==> src/rtl/uart_frame_tx_if.sv <==
// Handshake and buffer read-port bundle between the frame transmitter and its system.
interface uart_frame_tx_if #(
  parameter int unsigned ADDR_W = 10
);
  logic              start;
  logic              busy;
  logic              done;
  logic              tx;
  logic [ADDR_W-1:0] rd_addr;
  logic [7:0]        rd_data;

  modport master (output start, output rd_data, input busy, input done, input tx, input rd_addr);
  modport slave  (input start, input rd_data, output busy, output done, output tx, output rd_addr);
endinterface

==> src/rtl/uart_frame_tx.sv <==
// Framed 8N1 UART transmitter: 0xA5, 16-bit length, buffered payload, optional checksum.
// Define UART_FRAME_CHECKSUM_EN to append the mod-256 payload checksum byte.
module uart_frame_tx #(
  parameter int unsigned CLKS_PER_BIT = 868,
  parameter int unsigned FRAME_LEN    = 1024,
  parameter int unsigned ADDR_W       = 10
) (
  input  logic            clk,
  input  logic            rst,
  uart_frame_tx_if.slave  bus
);

  localparam int unsigned      BAUD_W    = $clog2(CLKS_PER_BIT);
  localparam logic [BAUD_W-1:0] BAUD_LAST = BAUD_W'(CLKS_PER_BIT - 1);
  localparam logic [15:0]      LEN16     = 16'(FRAME_LEN);
  localparam logic [15:0]      CNT_LAST  = 16'(FRAME_LEN - 1);
  localparam logic [7:0]       SYNC_BYTE = 8'hA5;
  localparam logic [3:0]       STOP_BIT  = 4'd9;

  typedef enum logic [2:0] {
    S_IDLE,
    S_HDR_SYNC,
    S_HDR_LEN_HI,
    S_HDR_LEN_LO,
    S_PAYLOAD,
`ifdef UART_FRAME_CHECKSUM_EN
    S_CHECKSUM,
`endif
    S_DONE
  } state_t;

  state_t            state_q, state_d;
  logic [BAUD_W-1:0] baud_q, baud_d;
  logic [3:0]        bit_q, bit_d;
  logic [15:0]       byte_cnt_q, byte_cnt_d;
  logic [7:0]        tx_byte_q, tx_byte_d;
  logic [ADDR_W-1:0] rd_addr_q, rd_addr_d;
  logic              tx_q, tx_d;
  logic              busy_q, busy_d;
  logic              done_q, done_d;
`ifdef UART_FRAME_CHECKSUM_EN
  logic [7:0]        csum_q, csum_d;
`endif

  logic bit_end_c;
  logic byte_end_c;

  assign bit_end_c  = (baud_q == BAUD_LAST);
  assign byte_end_c = bit_end_c && (bit_q == STOP_BIT);

  // Byte sequencing, bit timing and the registered line/handshake outputs.
  always_comb begin
    state_d    = state_q;
    baud_d     = baud_q;
    bit_d      = bit_q;
    byte_cnt_d = byte_cnt_q;
    tx_byte_d  = tx_byte_q;
    rd_addr_d  = rd_addr_q;
`ifdef UART_FRAME_CHECKSUM_EN
    csum_d     = csum_q;
`endif
    tx_d       = 1'b1;
    busy_d     = 1'b0;
    done_d     = 1'b0;

    case (state_q)
      S_IDLE, S_DONE: begin
        state_d   = S_IDLE;
        rd_addr_d = '0;
        if (bus.start) begin
          state_d    = S_HDR_SYNC;
          baud_d     = '0;
          bit_d      = '0;
          byte_cnt_d = '0;
          tx_byte_d  = SYNC_BYTE;
`ifdef UART_FRAME_CHECKSUM_EN
          csum_d     = '0;
`endif
        end
      end
      default: begin
        if (bit_end_c) begin
          baud_d = '0;
          bit_d  = bit_q + 4'd1;
        end else begin
          baud_d = baud_q + BAUD_W'(1);
        end
        if (byte_end_c) begin
          bit_d = '0;
          case (state_q)
            S_HDR_SYNC: begin
              state_d   = S_HDR_LEN_HI;
              tx_byte_d = LEN16[15:8];
            end
            S_HDR_LEN_HI: begin
              state_d   = S_HDR_LEN_LO;
              tx_byte_d = LEN16[7:0];
            end
            S_HDR_LEN_LO: begin
              state_d    = S_PAYLOAD;
              tx_byte_d  = bus.rd_data;
              byte_cnt_d = '0;
              rd_addr_d  = ADDR_W'(1);
`ifdef UART_FRAME_CHECKSUM_EN
              csum_d     = csum_q + bus.rd_data;
`endif
            end
            S_PAYLOAD: begin
              if (byte_cnt_q == CNT_LAST) begin
                rd_addr_d = '0;
`ifdef UART_FRAME_CHECKSUM_EN
                state_d   = S_CHECKSUM;
                tx_byte_d = csum_q;
`else
                state_d   = S_DONE;
`endif
              end else begin
                // Address runs one byte ahead so rd_data is settled at the load edge.
                byte_cnt_d = byte_cnt_q + 16'd1;
                tx_byte_d  = bus.rd_data;
                rd_addr_d  = ADDR_W'(byte_cnt_q + 16'd2);
`ifdef UART_FRAME_CHECKSUM_EN
                csum_d     = csum_q + bus.rd_data;
`endif
              end
            end
`ifdef UART_FRAME_CHECKSUM_EN
            S_CHECKSUM: state_d = S_DONE;
`endif
            default: state_d = S_IDLE;
          endcase
        end
      end
    endcase

    busy_d = (state_d != S_IDLE) && (state_d != S_DONE);
    done_d = (state_d == S_DONE);
    if (busy_d) begin
      if (bit_d == 4'd0) begin
        tx_d = 1'b0;
      end else if (bit_d == STOP_BIT) begin
        tx_d = 1'b1;
      end else begin
        tx_d = tx_byte_d[3'(bit_d - 4'd1)];
      end
    end
  end

  always_ff @(posedge clk) begin
    if (rst) begin
      state_q    <= S_IDLE;
      baud_q     <= '0;
      bit_q      <= '0;
      byte_cnt_q <= '0;
      tx_byte_q  <= '0;
      rd_addr_q  <= '0;
      tx_q       <= 1'b1;
      busy_q     <= 1'b0;
      done_q     <= 1'b0;
`ifdef UART_FRAME_CHECKSUM_EN
      csum_q     <= '0;
`endif
    end else begin
      state_q    <= state_d;
      baud_q     <= baud_d;
      bit_q      <= bit_d;
      byte_cnt_q <= byte_cnt_d;
      tx_byte_q  <= tx_byte_d;
      rd_addr_q  <= rd_addr_d;
      tx_q       <= tx_d;
      busy_q     <= busy_d;
      done_q     <= done_d;
`ifdef UART_FRAME_CHECKSUM_EN
      csum_q     <= csum_d;
`endif
    end
  end

  assign bus.tx      = tx_q;
  assign bus.busy    = busy_q;
  assign bus.done    = done_q;
  assign bus.rd_addr = rd_addr_q;

endmodule

==> src/flat_wrapper.sv <==
// flat-port wrapper written by rule: the top's interface ports become plain ports
module uart_frame_tx_flat 
#(
  parameter int unsigned CLKS_PER_BIT = 868,
  parameter int unsigned FRAME_LEN    = 1024,
  parameter int unsigned ADDR_W       = 10
)
  (clk, rst, bus_start, bus_rd_data, bus_busy, bus_done, bus_tx, bus_rd_addr);
  uart_frame_tx_if #(.ADDR_W(ADDR_W)) bus_i ();
  input  logic clk;
  input  logic rst;
  input wire logic [$bits(bus_i.start)-1:0] bus_start;
  input wire logic [$bits(bus_i.rd_data)-1:0] bus_rd_data;
  output wire logic [$bits(bus_i.busy)-1:0] bus_busy;
  output wire logic [$bits(bus_i.done)-1:0] bus_done;
  output wire logic [$bits(bus_i.tx)-1:0] bus_tx;
  output wire logic [$bits(bus_i.rd_addr)-1:0] bus_rd_addr;
  assign bus_i.start = bus_start;
  assign bus_i.rd_data = bus_rd_data;
  assign bus_busy = bus_i.busy;
  assign bus_done = bus_i.done;
  assign bus_tx = bus_i.tx;
  assign bus_rd_addr = bus_i.rd_addr;
  uart_frame_tx #(.CLKS_PER_BIT(CLKS_PER_BIT), .FRAME_LEN(FRAME_LEN), .ADDR_W(ADDR_W)) u_core (.clk(clk), .rst(rst), .bus(bus_i));
endmodule
==> config.mk <==
export PLATFORM = sky130hd
export DESIGN_NAME = uart_frame_tx_flat
export DESIGN_NICKNAME = d
export VERILOG_FILES = /design/src/rtl/uart_frame_tx_if.sv /design/src/rtl/uart_frame_tx.sv /design/src/flat_wrapper.sv
export SDC_FILE = /design/constraint.sdc
export NUM_CORES = 1
export LEC_CHECK = 0
export CELL_PAD_IN_SITES_DETAIL_PLACEMENT = 2
export CELL_PAD_IN_SITES_GLOBAL_PLACEMENT = 2
export CORE_ASPECT_RATIO = 1.1
export CORE_MARGIN = 3
export CORE_UTILIZATION = 37
export DETAILED_ROUTE_END_ITERATION = 10
export PLACE_DENSITY = 0.83
export REMOVE_ABC_BUFFERS = 1
export SYNTH_ARGS = -nofsm -noshare
export SYNTH_HDL_FRONTEND = slang
export SYNTH_SLANG_ARGS = --single-unit
==> constraint.sdc <==
create_clock -name clk -period 6.6 [get_ports clk]
set_input_delay 0.66 -clock clk [delete_from_list [all_inputs] [get_ports clk]]
set_output_delay 0.66 -clock clk [all_outputs]
set_load 0.05 [all_outputs]
==> results.toml <==
[outcome]
status = "completed"

[route]
wl_per_cell_um = 18.6
drt_iter0_drc = 113
ant_nets = 0
wirelength_mm = 9.42
first_pass_iters = 6
drc_errors = 0
via_per_inst = 5.79
via_count = 2937

[synthesis]
synth_xor_area_share_pct = 5.01
synth_area_leaders = "dfxtp_1, nor2_1, nand2_1, a21oi_1, ha_1"
synth-compound-area-share_pct = 19.2
synthSimpleGateAreaFrac_pct = 30.6
netlist.top_cell.by_area = "dfxtp_1"
syn-cell-area_um2 = 2970
syn-instance-count = 385
ys_seq_area_share_pct = 36.4
yosys.cell_types.count = 58
synth_top_family_by_area = "simple AND/OR/NAND/NOR gates"
synth_edf_count = 0
synthFlopType = "dfxtp_1"
ys_warn_count = 0
yosys-top-cells-count = "nor2_1, dfxtp_1, nand2_1"
synth_top_area_share_pct = 36.4
synth_adder_area_share_pct = 3.37
synthMuxAreaShare_pct = 1.39
synth.avg_cell_area_um2 = 7.72
async_reset_ff_share_pct = 0
ys_seq_elements = 54
yosysMostFrequentCell = "nor2_1"

[timing]
hold_violations = 0
rsz0062_at_grt = "no"
layout_worst_path_cycle_share_pct = 50.9
slew_headroom_pct = 53.1
fin_tns_setup_ps = 0
finalMaxSlewViolations = 0
finalSetupViolCount = 0
period_needed_ps = 3360
fmax_ghz = 0.297
tightest_slew_ps = 698
fin_skew_ps = 13.3

[layout]
final.fill_count = 866
final_nets = 420
layoutNonFillerInstCount = 507
area_growth_pct = 13.2
drive_gt1_share_pct = 3.98
fin_area_um2 = 3360
n_antenna_cell = 0

[place]
dp.cells = 499
globalplace.congestion = 0.785
hpwl_mm = 7.00
port_buffers = 23
placed_area_um2 = 3270

[die]
initial_core_util_pct = 38.9
die-area_um2 = 9140
std_cell_rows = 33
dieWidth_um = 91.4
core_area_um2 = 7640
die_h_um = 100
ios = 24

[power]
peakVddDrop_v = 0.0000768
power_leakage_nw = 1.17
powerDensity_nw_per_um2 = 178

[cts]
cts_tree = "yes"
cts_root_buf = "clkbuf_8"
cts.clk_slew.worst_paths_ps = 110
numCtsBuffers = 5
ctsResizeCount = 0
clock_sinks = 54
clockBufferDepth = 2
htree_levels = 2
post_cts_buffers = 0
hold_buffers = 0
clock_latency_ps = 330

[grt]
antenna_found_initial = 0
grt_overflow = 0
grt_max_degree = 31
grtUsageTotal_pct = 21.5
grt_pass1_vias = 3181
grt_pass1_wl_mm = 16.0

[critical_path]
crit_type = "reg2reg"
r2r_setup_slack_ps = 3240
endpoint_kind = "flop"
cp.arrival_ps = 3630
start_kind = "flop"
cp.required_ps = 6870
crit_fanout = 19

[min_path]
hp-class = "reg2reg"

[job]
maxCapViolCount = 0
-- per-stage QoR --
step | utilization [%] | setup slack, ps | hold WS, ps | power (mW)
finish | 44.0 | 3240 | 466 | 0.600
global route | 44.0 | 2840 | 505 | 0.627
CTS | 44.0 | 3240 | 468 | 0.608
detailed placement | 42.8 | 2990 | 452 | 0.406
global placement | 42.8 | 3140 | 438 | 0.404
floorplan | - | 3900 | 447 | 0.379
-- critical path, cell delays in order, from the launching register on --
cell	delay, ps
dfxtp_1	750
xor2_1	200
nor3_1	580
a21oi_1	150
o21ai_1	390
ha_1	380
a2111oi_0	370
a2111oi_0	120
a32o_1	230
o21ai_1	120
-- sequential cells by signal (all words and copies together) (netlist names) --
name,cells
u_core.bus.done,1
u_core.bus.tx,1
u_core.bus.rd_addr,10
u_core.byte_cnt_q,16
u_core.bit_q,4
u_core.bus.busy,1
u_core.tx_byte_q,8
u_core.baud_q,10
u_core.state_q,3
-- cells by family after synthesis --
group | after synthesis
fa+ha+maj | 8
simple gates | 184
mux | 4
xor+xnor | 17
flops | 54
buf+inv | 29
compound gates | 89
-- final cells by class --
cell class	instances	area [um^2]	area share [%]
Multi-Input combinational cell	302	1770	52.6
Tap cell	105	131	3.90
Timing Repair Buffer	24	238	7.07
Clock buffer	5	68.8	2.05
Clock inverter	3	23.8	0.707
Sequential cell	54	1080	32.1
Inverter	14	52.6	1.56
-- path summary, 6_finish.rpt --
path | depth (start not counted) | to | from
min reg2reg | 2 | u_core.bus.rd_addr[8] | u_core.bus.rd_addr[8]
max reg2reg | 9 | u_core.bus.tx | u_core.state_q[0]
min | 2 | u_core.bus.rd_addr[8] | u_core.bus.rd_addr[8]
max | 9 | u_core.bus.tx | u_core.state_q[0]
-- layout by cell type (no fill, tap or decap), types with 3 or more instances in the layout --
cell type        count
nand4_1              9
and4b_1              4
and2_1               3
dfxtp_1             54
clkbuf_8             5
inv_1               13
a311oi_1             3
nand3_1             19
xor2_1              10
nor4_1               5
a22oi_1              3
o211ai_1             3
nor3_1               9
clkdlybuf4s50_1     23
a21oi_1             32
nor2_1              56
and3_1              12
ha_1                 8
xnor2_1              7
or3_1                6
mux2i_1              3
a211oi_1            10
nand2_1             46
o21ai_0             14
-- routing by layer --
| metal | share of wire [%] | global-route usage, % | vias up | routed length (um) |
|---|---|---|---|---|
| li1 | - | - | 1414 | - |
| met1 | 44 | 25.8 | 1471 | 4150 |
| met2 | 52 | 39.3 | 38 | 4870 |
| met3 | 1.9 | 2.40 | 14 | 175 |
| met4 | 2.4 | 7.89 | 0 | 225 |
| met5 | 0 | 0 | - | 0 |
-- where the power goes --
group          switching [mW]  internal (mW)  total [mW]  leakage [nW]
Clock                   0.124         0.0763       0.201        0.0408
Combinational          0.0413         0.0210      0.0623         0.697
Sequential            0.00564          0.331       0.337         0.437
Power figures use the tool's default switching activity.
